==> src/rtl/fp_align_add_if.sv <==
// Operand/result handshake bundle for the single-precision add/sub alignment front end.
`timescale 1ns/1ps
interface fp_align_add_if;
  logic        in_valid;
  logic        in_ready;
  logic [31:0] a;
  logic [31:0] b;
  logic        op;
  logic        out_valid;
  logic        out_ready;
  logic        out_sign;
  logic [24:0] out_mantissa_temp;
  logic [7:0]  out_exp;

  modport master (
    output in_valid, a, b, op, out_ready,
    input  in_ready, out_valid, out_sign, out_mantissa_temp, out_exp
  );

  modport slave (
    input  in_valid, a, b, op, out_ready,
    output in_ready, out_valid, out_sign, out_mantissa_temp, out_exp
  );
endinterface

==> src/rtl/fp_align_add.sv <==
// Three-stage FP32 add/sub front end: compare/swap, align, significand add/sub.
// Produces an un-normalized 25-bit significand for the normalizer.
`timescale 1ns/1ps
module fp_align_add (
  input  logic          clk,
  input  logic          rst,
  fp_align_add_if.slave bus
);
  localparam int STAGES = 3;

  typedef struct packed {
    logic        sign;
    logic [7:0]  exp;
    logic [23:0] l_sig;
    logic [23:0] s_sig;
    logic        eff_sub;
    logic [7:0]  d;
  } s1_t;

  typedef struct packed {
    logic        sign;
    logic [7:0]  exp;
    logic [23:0] l_sig;
    logic [23:0] s_al;
    logic        eff_sub;
  } s2_t;

  logic [STAGES:1] vld_pipe;
  logic [STAGES:1] adv;
  s1_t             s1_d, s1_q;
  s2_t             s2_d, s2_q;
  logic            out_sign_q;
  logic [24:0]     out_mant_q;
  logic [7:0]      out_exp_q;

  // Each stage advances when it is empty or the stage after it advances.
  assign adv[3] = bus.out_ready | ~vld_pipe[3];
  assign adv[2] = adv[3] | ~vld_pipe[2];
  assign adv[1] = adv[2] | ~vld_pipe[1];

  assign bus.in_ready          = adv[1];
  assign bus.out_valid         = vld_pipe[3];
  assign bus.out_sign          = out_sign_q;
  assign bus.out_mantissa_temp = out_mant_q;
  assign bus.out_exp           = out_exp_q;

  // Stage 1: magnitude order on {exp, frac}; ties keep A as the larger.
  logic [7:0]  exp_a, exp_b;
  logic [23:0] sig_a, sig_b;
  logic        sign_b, a_ge;

  assign exp_a  = bus.a[30:23];
  assign exp_b  = bus.b[30:23];
  assign sig_a  = {|exp_a, bus.a[22:0]};
  assign sig_b  = {|exp_b, bus.b[22:0]};
  assign sign_b = bus.b[31] ^ bus.op;
  assign a_ge   = bus.a[30:0] >= bus.b[30:0];

  always_comb begin
    s1_d         = '0;
    s1_d.eff_sub = bus.a[31] ^ sign_b;
    if (a_ge) begin
      s1_d.sign  = bus.a[31];
      s1_d.exp   = exp_a;
      s1_d.l_sig = sig_a;
      s1_d.s_sig = sig_b;
      s1_d.d     = exp_a - exp_b;
    end else begin
      s1_d.sign  = sign_b;
      s1_d.exp   = exp_b;
      s1_d.l_sig = sig_b;
      s1_d.s_sig = sig_a;
      s1_d.d     = exp_b - exp_a;
    end
  end

  // Stage 2: truncating right shift; anything at or past 24 places vanishes.
  always_comb begin
    s2_d         = '0;
    s2_d.sign    = s1_q.sign;
    s2_d.exp     = s1_q.exp;
    s2_d.l_sig   = s1_q.l_sig;
    s2_d.eff_sub = s1_q.eff_sub;
    s2_d.s_al    = (s1_q.d >= 8'd24) ? 24'd0 : (s1_q.s_sig >> s1_q.d);
  end

  // Stage 3: L >= S_al always, so subtraction never borrows.
  logic [24:0] sum;
  assign sum = s2_q.eff_sub ? ({1'b0, s2_q.l_sig} - {1'b0, s2_q.s_al})
                            : ({1'b0, s2_q.l_sig} + {1'b0, s2_q.s_al});

  always_ff @(posedge clk) begin
    if (rst) begin
      vld_pipe <= '0;
    end else begin
      if (adv[1]) vld_pipe[1] <= bus.in_valid;
      if (adv[2]) vld_pipe[2] <= vld_pipe[1];
      if (adv[3]) vld_pipe[3] <= vld_pipe[2];
    end
  end

  always_ff @(posedge clk) begin
    if (adv[1]) s1_q <= s1_d;
    if (adv[2]) s2_q <= s2_d;
  end

  always_ff @(posedge clk) begin
    if (rst) begin
      out_sign_q <= 1'b0;
      out_mant_q <= '0;
      out_exp_q  <= '0;
    end else if (adv[3]) begin
      out_sign_q <= (sum == 25'd0) ? 1'b0 : s2_q.sign;
      out_mant_q <= sum;
      out_exp_q  <= s2_q.exp;
    end
  end
endmodule

==> src/flat_wrapper.sv <==
// flat-port wrapper written by rule: the top's interface ports become plain ports
module fp_align_add_flat 
  (clk, rst, bus_in_valid, bus_a, bus_b, bus_op, bus_out_ready, bus_in_ready, bus_out_valid, bus_out_sign, bus_out_mantissa_temp, bus_out_exp);
  fp_align_add_if bus_i ();
  input  logic clk;
  input  logic rst;
  input wire logic [$bits(bus_i.in_valid)-1:0] bus_in_valid;
  input wire logic [$bits(bus_i.a)-1:0] bus_a;
  input wire logic [$bits(bus_i.b)-1:0] bus_b;
  input wire logic [$bits(bus_i.op)-1:0] bus_op;
  input wire logic [$bits(bus_i.out_ready)-1:0] bus_out_ready;
  output wire logic [$bits(bus_i.in_ready)-1:0] bus_in_ready;
  output wire logic [$bits(bus_i.out_valid)-1:0] bus_out_valid;
  output wire logic [$bits(bus_i.out_sign)-1:0] bus_out_sign;
  output wire logic [$bits(bus_i.out_mantissa_temp)-1:0] bus_out_mantissa_temp;
  output wire logic [$bits(bus_i.out_exp)-1:0] bus_out_exp;
  assign bus_i.in_valid = bus_in_valid;
  assign bus_i.a = bus_a;
  assign bus_i.b = bus_b;
  assign bus_i.op = bus_op;
  assign bus_i.out_ready = bus_out_ready;
  assign bus_in_ready = bus_i.in_ready;
  assign bus_out_valid = bus_i.out_valid;
  assign bus_out_sign = bus_i.out_sign;
  assign bus_out_mantissa_temp = bus_i.out_mantissa_temp;
  assign bus_out_exp = bus_i.out_exp;
  fp_align_add u_core (.clk(clk), .rst(rst), .bus(bus_i));
endmodule
==> config.mk <==
export PLATFORM = sky130hd
export DESIGN_NAME = fp_align_add_flat
export DESIGN_NICKNAME = d
export VERILOG_FILES = /design/src/rtl/fp_align_add_if.sv /design/src/rtl/fp_align_add.sv /design/src/flat_wrapper.sv
export SDC_FILE = /design/constraint.sdc
export NUM_CORES = 1
export LEC_CHECK = 0
export CAP_MARGIN = 5
export CORE_AREA = 8 8 128 177
export CTS_CLUSTER_DIAMETER = 120
export DETAILED_ROUTE_END_ITERATION = 10
export DIE_AREA = 0 0 136 185
export DONT_BUFFER_PORTS = 1
export PLACE_DENSITY = 0.67
export SETUP_SLACK_MARGIN = 0.4
export SLEW_MARGIN = 15
export SYNTH_ARGS = -nofsm -noshare
export SYNTH_HDL_FRONTEND = slang
export SYNTH_SLANG_ARGS = --single-unit
==> constraint.sdc <==
create_clock -name clk -period 3.9 [get_ports clk]
set_input_delay 0.195 -clock clk [delete_from_list [all_inputs] [get_ports clk]]
set_output_delay 0.195 -clock clk [all_outputs]
set_load 0.005 [all_outputs]
* Word level (Yosys, flattened, before mapping)
Index checks and enable logic that the tools add are counted.
** Word-level totals
- Register bits after elaboration :: 161
- Logic and storage cells :: 39
** Operators by class
- $add $sub $neg :: 4
- $lt $le $gt $ge :: 2
- Shifts and indexed selects :: 1
- Mux-type cells :: 4
- Bitwise gates (word level) :: 8
- Reductions and logical operators :: 3
** Operators with widths (number)
- $mux 57 :: 1
- $ge 31x31->1 :: 1
- $add 24x24->25 :: 1
- $logic_not 25->1 :: 1
- $mux 25 :: 1
- $sub 24x24->25 :: 1
- $shr 24x8->24 :: 1
- $reduce_or 8->1 :: 2
- $sub 8x8->8 :: 2
- $ge 8x5->1 const B :: 1
- $mux 8 :: 1
- $not 1->1 :: 3
- $or 1x1->1 :: 3
- $xor 1x1->1 :: 2
- $mux 1 :: 1

* Longest topological paths before layout
Gate-level depths: netlist of the first run.
- Depth in word-level cells :: 4
- Mapped depth :: 17
- Mapped depth without buffers :: 16

* Worst setup path after synthesis of the first run
No wires, ideal clock.
- Path type :: reg2reg
- Start :: register u_core.s2_q[5] (netlist name)
- End :: register u_core.out_sign_q (netlist: u_core.bus.out_sign)
- Setup time :: 0.124 ns
- Arrival :: 3.763 ns
- Path slack :: 0.013 ns
- Stages on the path, launching flop included :: 17
- Path buffers :: 1
- Cells stage by stage :: edfxtp_1 > or4_1 > nor4_1 > a21o_1 > o21ai_0 > xnor2_1 > ha_1 > clkbuf_1 > a21oi_1 > o21ai_0 > a2111oi_1 > a21boi_1 > xnor2_1 > or4bb_1 > nor4_1 > and4bb_1 > a21oi_1
** On the way
- Word-level cells in the longest chain between the ends :: 4
** RTL lines
- start, declared :: RTL line fp_align_add.sv:31 : s2_t s2_d, s2_q;
- start signal, assigned :: RTL line fp_align_add.sv:104 : if (adv[2]) s2_q <= s2_d;
- $add 24x24->25 or $sub 24x24->25 (tied branches) :: RTL line fp_align_add.sv:90, fp_align_add.sv:89
- $mux 25 * :: RTL line fp_align_add.sv:89 : assign sum = s2_q.eff_sub ? ({1'b0, s2_q.l_sig} - {1'b0, s2_q.s_al})
- $logic_not 25->1 * :: RTL line fp_align_add.sv:113 : out_sign_q <= (sum == 25'd0) ? 1'b0 : s2_q.sign;
- $mux 1 * :: RTL line fp_align_add.sv:113
- end signal, assigned :: RTL line fp_align_add.sv:113
- end, declared :: RTL line fp_align_add.sv:32 : logic out_sign_q;
Mark *: on every way between the ends. The rest lies on a longest branch, timed or not.
A chain may end at the register's enable or synchronous reset.

* Final worst setup path of the first run
- Start :: register u_core.s2_q[6] (netlist name)
- End :: register u_core.out_sign_q (netlist: u_core.bus.out_sign)
Same word-level chain as after synthesis.

==> results.json, run 1 <==
{
  "setup-tns-final_ns": 0,
  "area.sequential_um2": 4464,
  "fin_util": 0.5981,
  "setup_viol": 0,
  "routed_via_density": 5.546,
  "final_common_cell": "nand2_1",
  "crit_top_cell": "buf_4",
  "synth_cells": 1028,
  "rows": 62,
  "crit_type": "reg2reg",
  "clk_pin_slew_worst_paths_ns": 0.06,
  "antenna_found_initial": 0,
  "syn_nets": 1163,
  "cp_max_fo": 4,
  "critPathCaptureType": "flop",
  "min_period_ns": 3.849,
  "die_w_um": 136,
  "drc_errors": 0,
  "synth_seq_cells": 161,
  "cp.arrival_ns": 4.16,
  "grt_pass1_wl_um": 40490,
  "syn_avg_cell_area_um2": 9.551,
  "slew_violations": 0,
  "multiInputGateArea_um2": 5218,
  "grt_start_max_net_pins": 69,
  "outcome": "completed",
  "fin_crit_sh": 0.9868,
  "io_pins": 105,
  "synth_area_um2": 9818,
  "clock_latency_ns": 0.43,
  "synthArstFlopShare": 0,
  "drt_pass1_iterations": 5,
  "synthDominantCellAreaShare": 0.3793,
  "grt_pass1_vias": 7926,
  "synth_edf_count": 124,
  "hold_viol_final": 0,
  "final_layout_size_suffix_gt1_frac": 0.1758,
  "vias": 7792,
  "ys_seq_area_frac": 0.4547,
  "final.setup_skew_ns": 0.006971,
  "slowest_delay_ns": 0.55,
  "io_buffers": 0,
  "ys_types": 60,
  "mostFrequentLayoutCells": "nand2_1 (127), edfxtp_1 (124), nor2_1 (91), a21oi_1 (77), buf_4 (73)",
  "maxSlewHeadroom": 0.3411,
  "initialDrtViolationCount": 436,
  "powerDensity_nw_per_um2": 617.3,
  "start_kind": "flop",
  "grt-ovfl-total": 0,
  "hold_path_class": "in2reg",
  "yosysTopAreaCell": "edfxtp_1",
  "timing.fmax_ghz": 0.2598,
  "insertedDiodeCount": 0,
  "clock_sinks": 161,
  "die_area_um2": 25160,
  "root_buffer": "clkbuf_16",
  "syn_to_final_growth_pct": 22.88,
  "use_met2": 0.3891,
  "peakVddDrop_v": 0.0004725,
  "busiest_layer": "met2",
  "fillers": 1679,
  "clock_path_buffers": 2,
  "ys.flop_type": "edfxtp_1",
  "coreArea_um2": 20170,
  "cap_violations": 0,
  "p_leak_nw": 4.923,
  "stdcell_count": 1405,
  "rsz0062_at_grt": "yes",
  "gp_congestion": 0.9301,
  "yosysWarnings": 0,
  "cts_made_buffers": 17,
  "routed_wl_um": 25430,
  "cp_num_buf_inv": 2,
  "crit_chain": "or4_4 > nor4_4 > a21o_1 > buf_4 > o21ai_0 > xnor2_1 > ha_1 > nand2_2 > or3_1 > o211ai_1 > a31oi_2 > buf_4 > xnor2_2 > nand2b_1 > and4bb_1 > a21oi_1",
  "met1_usage": 0.2164,
  "synthTopCellsByArea": "edfxtp_1 (38%), ha_1 (8.0%), dfxtp_1 (7.5%)",
  "required_ns": 4.21,
  "ant_nets": 0,
  "tightest_slew_ns": 0.9883,
  "h-tree-depth": 4,
  "placed_cells": 1296,
  "cp_top_family": "simple AND/OR/NAND/NOR gates",
  "initial_utilization": 0.4868,
  "wire_per_inst_um": 18.10,
  "cts_tree": "done",
  "crit_path_top_delay_cell": "or4_4",
  "hpwl_um": 19020,
  "gr-usage-met3": 0.04017,
  "grt.total_usage": 0.2056,
  "reg2reg_slack_ns": 0.05,
  "fin_nets": 1271,
  "die_h_um": 185
}
==> worst register-to-register path, cell delays in order (launching register included) <==
cell	delay [ns]
edfxtp_1	0.41
or4_4	0.55
nor4_4	0.20
a21o_1	0.19
buf_4	0.12
o21ai_0	0.09
xnor2_1	0.16
ha_1	0.37
nand2_2	0.10
or3_1	0.37
o211ai_1	0.25
a31oi_2	0.17
buf_4	0.17
xnor2_2	0.12
nand2b_1	0.14
and4bb_1	0.27
a21oi_1	0.06
==> synth_stat cells, drive strengths merged, types with 19 or more instances <==
master and instances:
mux2i 22, clkbuf 42, o21ai 76, edfxtp 124, nand2 130, inv 59, ha 63, nor2 96
a21oi 86, a21o 19, dfxtp 37, mux2 38, xnor2 35
==> worst paths after layout <==
kind / end / cells past startpoint / startpoint
hold / removal: u_core.bus.out_mantissa_temp[19]$_SDFFE_PP0P_ / 2 / rst
setup / recovery: u_core.bus.out_sign$_SDFFE_PP0P_ / 16 / u_core.s2_q[6]$_SDFFCE_PP0P_
hold reg to reg: u_core.s2_q[38]$_DFFE_PP_ / 0 / u_core.s1_q[46]$_DFFE_PP_
setup reg to reg: u_core.bus.out_sign$_SDFFE_PP0P_ / 16 / u_core.s2_q[6]$_SDFFCE_PP0P_
==> layout make-up <==
| class | instances | area share |
|---|---|---|
| clock buffer | 17 | 0.03526 |
| clock inverter | 15 | 0.01618 |
| inverter | 60 | 0.01867 |
| multi-input combinational | 759 | 0.4325 |
| sequential | 161 | 0.3700 |
| tap | 256 | 0.02655 |
| timing repair buffer | 137 | 0.1008 |
==> state kept, by name, indices dropped and copies added, names as in the netlist <==
register	flops
u_core.vld_pipe	3
u_core.s2_q	58
u_core.bus.out_exp	8
u_core.bus.out_sign	1
u_core.s1_q	66
u_core.bus.out_mantissa_temp	25
==> cells by family (layout without fill, tap and decap cells) <==
logic type	after synthesis	count (layout)	share of synthesized area
AND/OR/NAND/NOR	329	329	0.1509
AO/OA/AOI/OAI	255	255	0.1564
flip-flops	161	161	0.4547
buffers and inverters	108	229	0.04193
adder cells (fa/ha/maj)	66	66	0.08640
multiplexers	60	60	0.06601
XOR/XNOR	49	49	0.04371
==> routing by layer <==
metal | vias to the layer above | wire (um)
met4 | 0 | 687
met3 | 48 | 1071
met2 | 171 | 13940
li1 | 3916 | -
met1 | 3657 | 9729
met5 | - | 0
==> what timing repair did <==
| action | CTS | global route |
|---|---|---|
| setup buffers | 10 | 10 |
| hold endpoints to repair | 88 | 1 |
| gates resized for setup | 40 | 19 |
| hold buffers | 55 | 2 |
| pin swaps | 28 | 22 |
| endpoints found under the setup margin | 10 | 14 |
==> stage by stage <==
step	worst slack (ns)	hold WS [ns]	power (mW)	cell area, um2
final	0.05129	0.02363	7.447	12060
after global routing	-0.1829	0.01348	7.914	12060
after floorplan	0.1568	0.3245	4.192	9844
after detailed placement	-0.09297	0.2700	5.196	10460
after global placement	-0.06949	0.2692	5.182	10460
after CTS	0.03175	0.001056	7.307	11880
==> report_power, final <==
group | switching [mW] | total (mW) | leakage (nW) | internal (mW)
Clock | 0.736 | 1.76 | 0.299 | 1.03
Sequential | 0.205 | 2.35 | 1.66 | 2.14
Combinational | 1.73 | 3.33 | 2.96 | 1.60
Note: power is estimated with default switching activity, not from simulation.
==> run 2: changes to the inputs <==
- GPL_TIMING_DRIVEN: unset -> 0
==> run 2 against run 1 <==
  * The flow now finishes with violations (setup timing)
  * Sequential share of layout area is 0.64 points higher
  * Combinational power is 6% lower
  * Clock skew is 0.0038 ns higher
  * Power is 3.4% lower
  * Utilization is 1.0 points lower
  * Sequential power hardly changed
  * Non-clock buffer count is 12 lower
  * Critical endpoint unchanged
  * Global-route usage is 0.18 points higher
  * Final area is 1.7% lower
  * Die area stayed put
==> results.json, run 2 (same netlist as run 1, synthesis figures left out) <==
{
  "h-tree-depth": 4,
  "vias": 7848,
  "clock_sinks": 161,
  "final_common_cell": "nand2_1",
  "rows": 62,
  "top_register": "u_core.s1_q",
  "crit_path_top_delay_cell": "or4_4",
  "antenna_found_initial": 0,
  "worst_hold_startpoint": "bus_b[29]",
  "stdcell_count": 1393,
  "clk_pin_slew_worst_paths_ns": 0.07,
  "cts_made_buffers": 17,
  "rsz0062_at_grt": "yes",
  "grt.total_usage": 0.2074,
  "min_period_ns": 4.003,
  "insertedDiodeCount": 0,
  "grt-ovfl-total": 0,
  "hold_end": "u_core.s1_q[63]$_DFFE_PP_",
  "violations": "setup timing",
  "tightest_slew_ns": 0.7454,
  "routed_wl_um": 25800,
  "die_area_um2": 25160,
  "cap_violations": 0,
  "required_ns": 4.21,
  "start_kind": "flop",
  "initial_utilization": 0.4868,
  "cp.arrival_ns": 4.31,
  "coreArea_um2": 20170,
  "timing.final.ws_setup_ns": -0.1026,
  "grt_start_max_net_pins": 59,
  "area.sequential_um2": 4464,
  "crit_chain": "or4_4 > nor4_4 > a21o_1 > o21ai_2 > xnor2_1 > ha_1 > buf_8 > a21oi_2 > o21ai_2 > nor2_2 > and3b_2 > o2111ai_1 > or4b_4 > nor4_4 > and4bb_1 > a21oi_2",
  "hold_depth": 2,
  "slew_violations": 0,
  "critPathCaptureType": "flop",
  "largest_register_ffs": 66,
  "ant_nets": 0,
  "grt_pass1_vias": 8255,
  "r2r-end": "u_core.bus.out_sign$_SDFFE_PP0P_",
  "grt_pass1_wl_um": 40940,
  "drc_errors": 0,
  "cp_top_family": "simple AND/OR/NAND/NOR gates",
  "p_leak_nw": 4.771,
  "mostFrequentLayoutCells": "nand2_1 (125), edfxtp_1 (124), nor2_1 (92), a21oi_1 (77), o21ai_0 (67)",
  "outcome": "complete, but fails checks",
  "clock_path_buffers": 2,
  "pre_cts_ws_ns": -0.5523,
  "cp_num_buf_inv": 1,
  "routed_via_density": 5.634,
  "powerDensity_nw_per_um2": 607.0,
  "peakVddDrop_v": 0.0003312,
  "initialDrtViolationCount": 494,
  "cp_max_fo": 8,
  "gp_congestion": 0.9230,
  "clock_latency_ns": 0.43,
  "multiInputGateArea_um2": 5289,
  "fin_util": 0.5879,
  "die_w_um": 136,
  "final_layout_size_suffix_gt1_frac": 0.1495,
  "fin_crit_sh": 1.026,
  "wire_per_inst_um": 18.52,
  "cts_tree": "done",
  "fin_nets": 1259,
  "fillers": 1727,
  "syn_to_final_growth_pct": 20.77,
  "r2r_cells": 16,
  "hold_path_class": "in2reg",
  "hpwl_um": 19510,
  "setup-tns-final_ns": -0.1026,
  "hold_viol_final": 0,
  "timing.fmax_ghz": 0.2498,
  "slowest_delay_ns": 0.59,
  "die_h_um": 185,
  "setup_viol": 1,
  "placed_cells": 1285,
  "root_buffer": "clkbuf_16",
  "r2r-start": "u_core.s2_q[4]$_SDFFCE_PP0P_",
  "drt_pass1_iterations": 5,
  "io_buffers": 0,
  "io_pins": 105,
  "reg2reg_slack_ns": -0.10,
  "maxSlewHeadroom": 0.5031,
  "final.setup_skew_ns": 0.01075,
  "crit_type": "reg2reg"
}
==> run 2: changes by cell type in the layout (fill, tap and decap cells not counted), sizes merged <==
cell	delta
dlygate4sd3	-8
clkinvlp	-1
clkbuf	+40
buf	-43
inv	+1
bufinv	-1
==> run 2: per-layer routing <==
layer | GRT usage | up-vias | wire, um
met5 | 0 | - | 0
met4 | 0.1225 | 0 | 1267
met3 | 0.03855 | 74 | 1071
met2 | 0.3787 | 208 | 13630
met1 | 0.2157 | 3677 | 9828
li1 | - | 3889 | -
==> run 2: worst max path at each step <==
stage	startpoint	end	cells past startpoint
2_1_floorplan	u_core.s2_q[5]$_SDFFCE_PP0P_	u_core.bus.out_sign$_SDFFE_PP0P_	15
5_1_grt	u_core.s2_q[4]$_SDFFCE_PP0P_	u_core.bus.out_sign$_SDFFE_PP0P_	16
3_3_place_gp	u_core.vld_pipe[3]$_SDFFE_PP0P_	u_core.s1_q[51]$_DFFE_PP_	4
4_1_cts	u_core.s2_q[4]$_SDFFCE_PP0P_	u_core.bus.out_sign$_SDFFE_PP0P_	14
6_report	u_core.s2_q[4]$_SDFFCE_PP0P_	u_core.bus.out_sign$_SDFFE_PP0P_	16
3_5_place_dp	u_core.s2_q[12]$_SDFFCE_PP0P_	u_core.bus.out_sign$_SDFFE_PP0P_	16
==> run 2: metrics by stage <==
stage	total power, mW	hold slack (ns)	cell area [um2]
4_1_cts	6.962	0.0001117	11660
3_3_place_gp	4.794	0.3311	10160
2_1_floorplan	4.192	0.3245	9844
5_1_grt	7.606	0.002942	11860
6_report	7.197	0.01995	11860
3_5_place_dp	4.813	0.3326	10210
==> run 2: final cells by class <==
cell class / instances / area share
multi-input cells: 759 / 0.4460
well taps: 256 / 0.02701
flip-flops and latches: 161 / 0.3765
plain buffers: 48 / 0.01804
inverters: 60 / 0.01899
clock buffers: 18 / 0.03619
clock inverters: 14 / 0.01572
repair buffers: 77 / 0.06152
==> run 2: power breakdown <==
part	switching, mW	internal (mW)
combinational	1.75	1.39
clock	0.754	0.980
sequential	0.180	2.14
total	2.69	4.51
==> run 2: what timing repair did <==
item / CTS / global route
buffers inserted: 21 / 7
setup endpoints to repair: 13 / 14
pin swaps: 38 / 26
hold buffers: 48 / 0
hold endpoints to repair: 48 / 0
gates resized for setup: 48 / 36
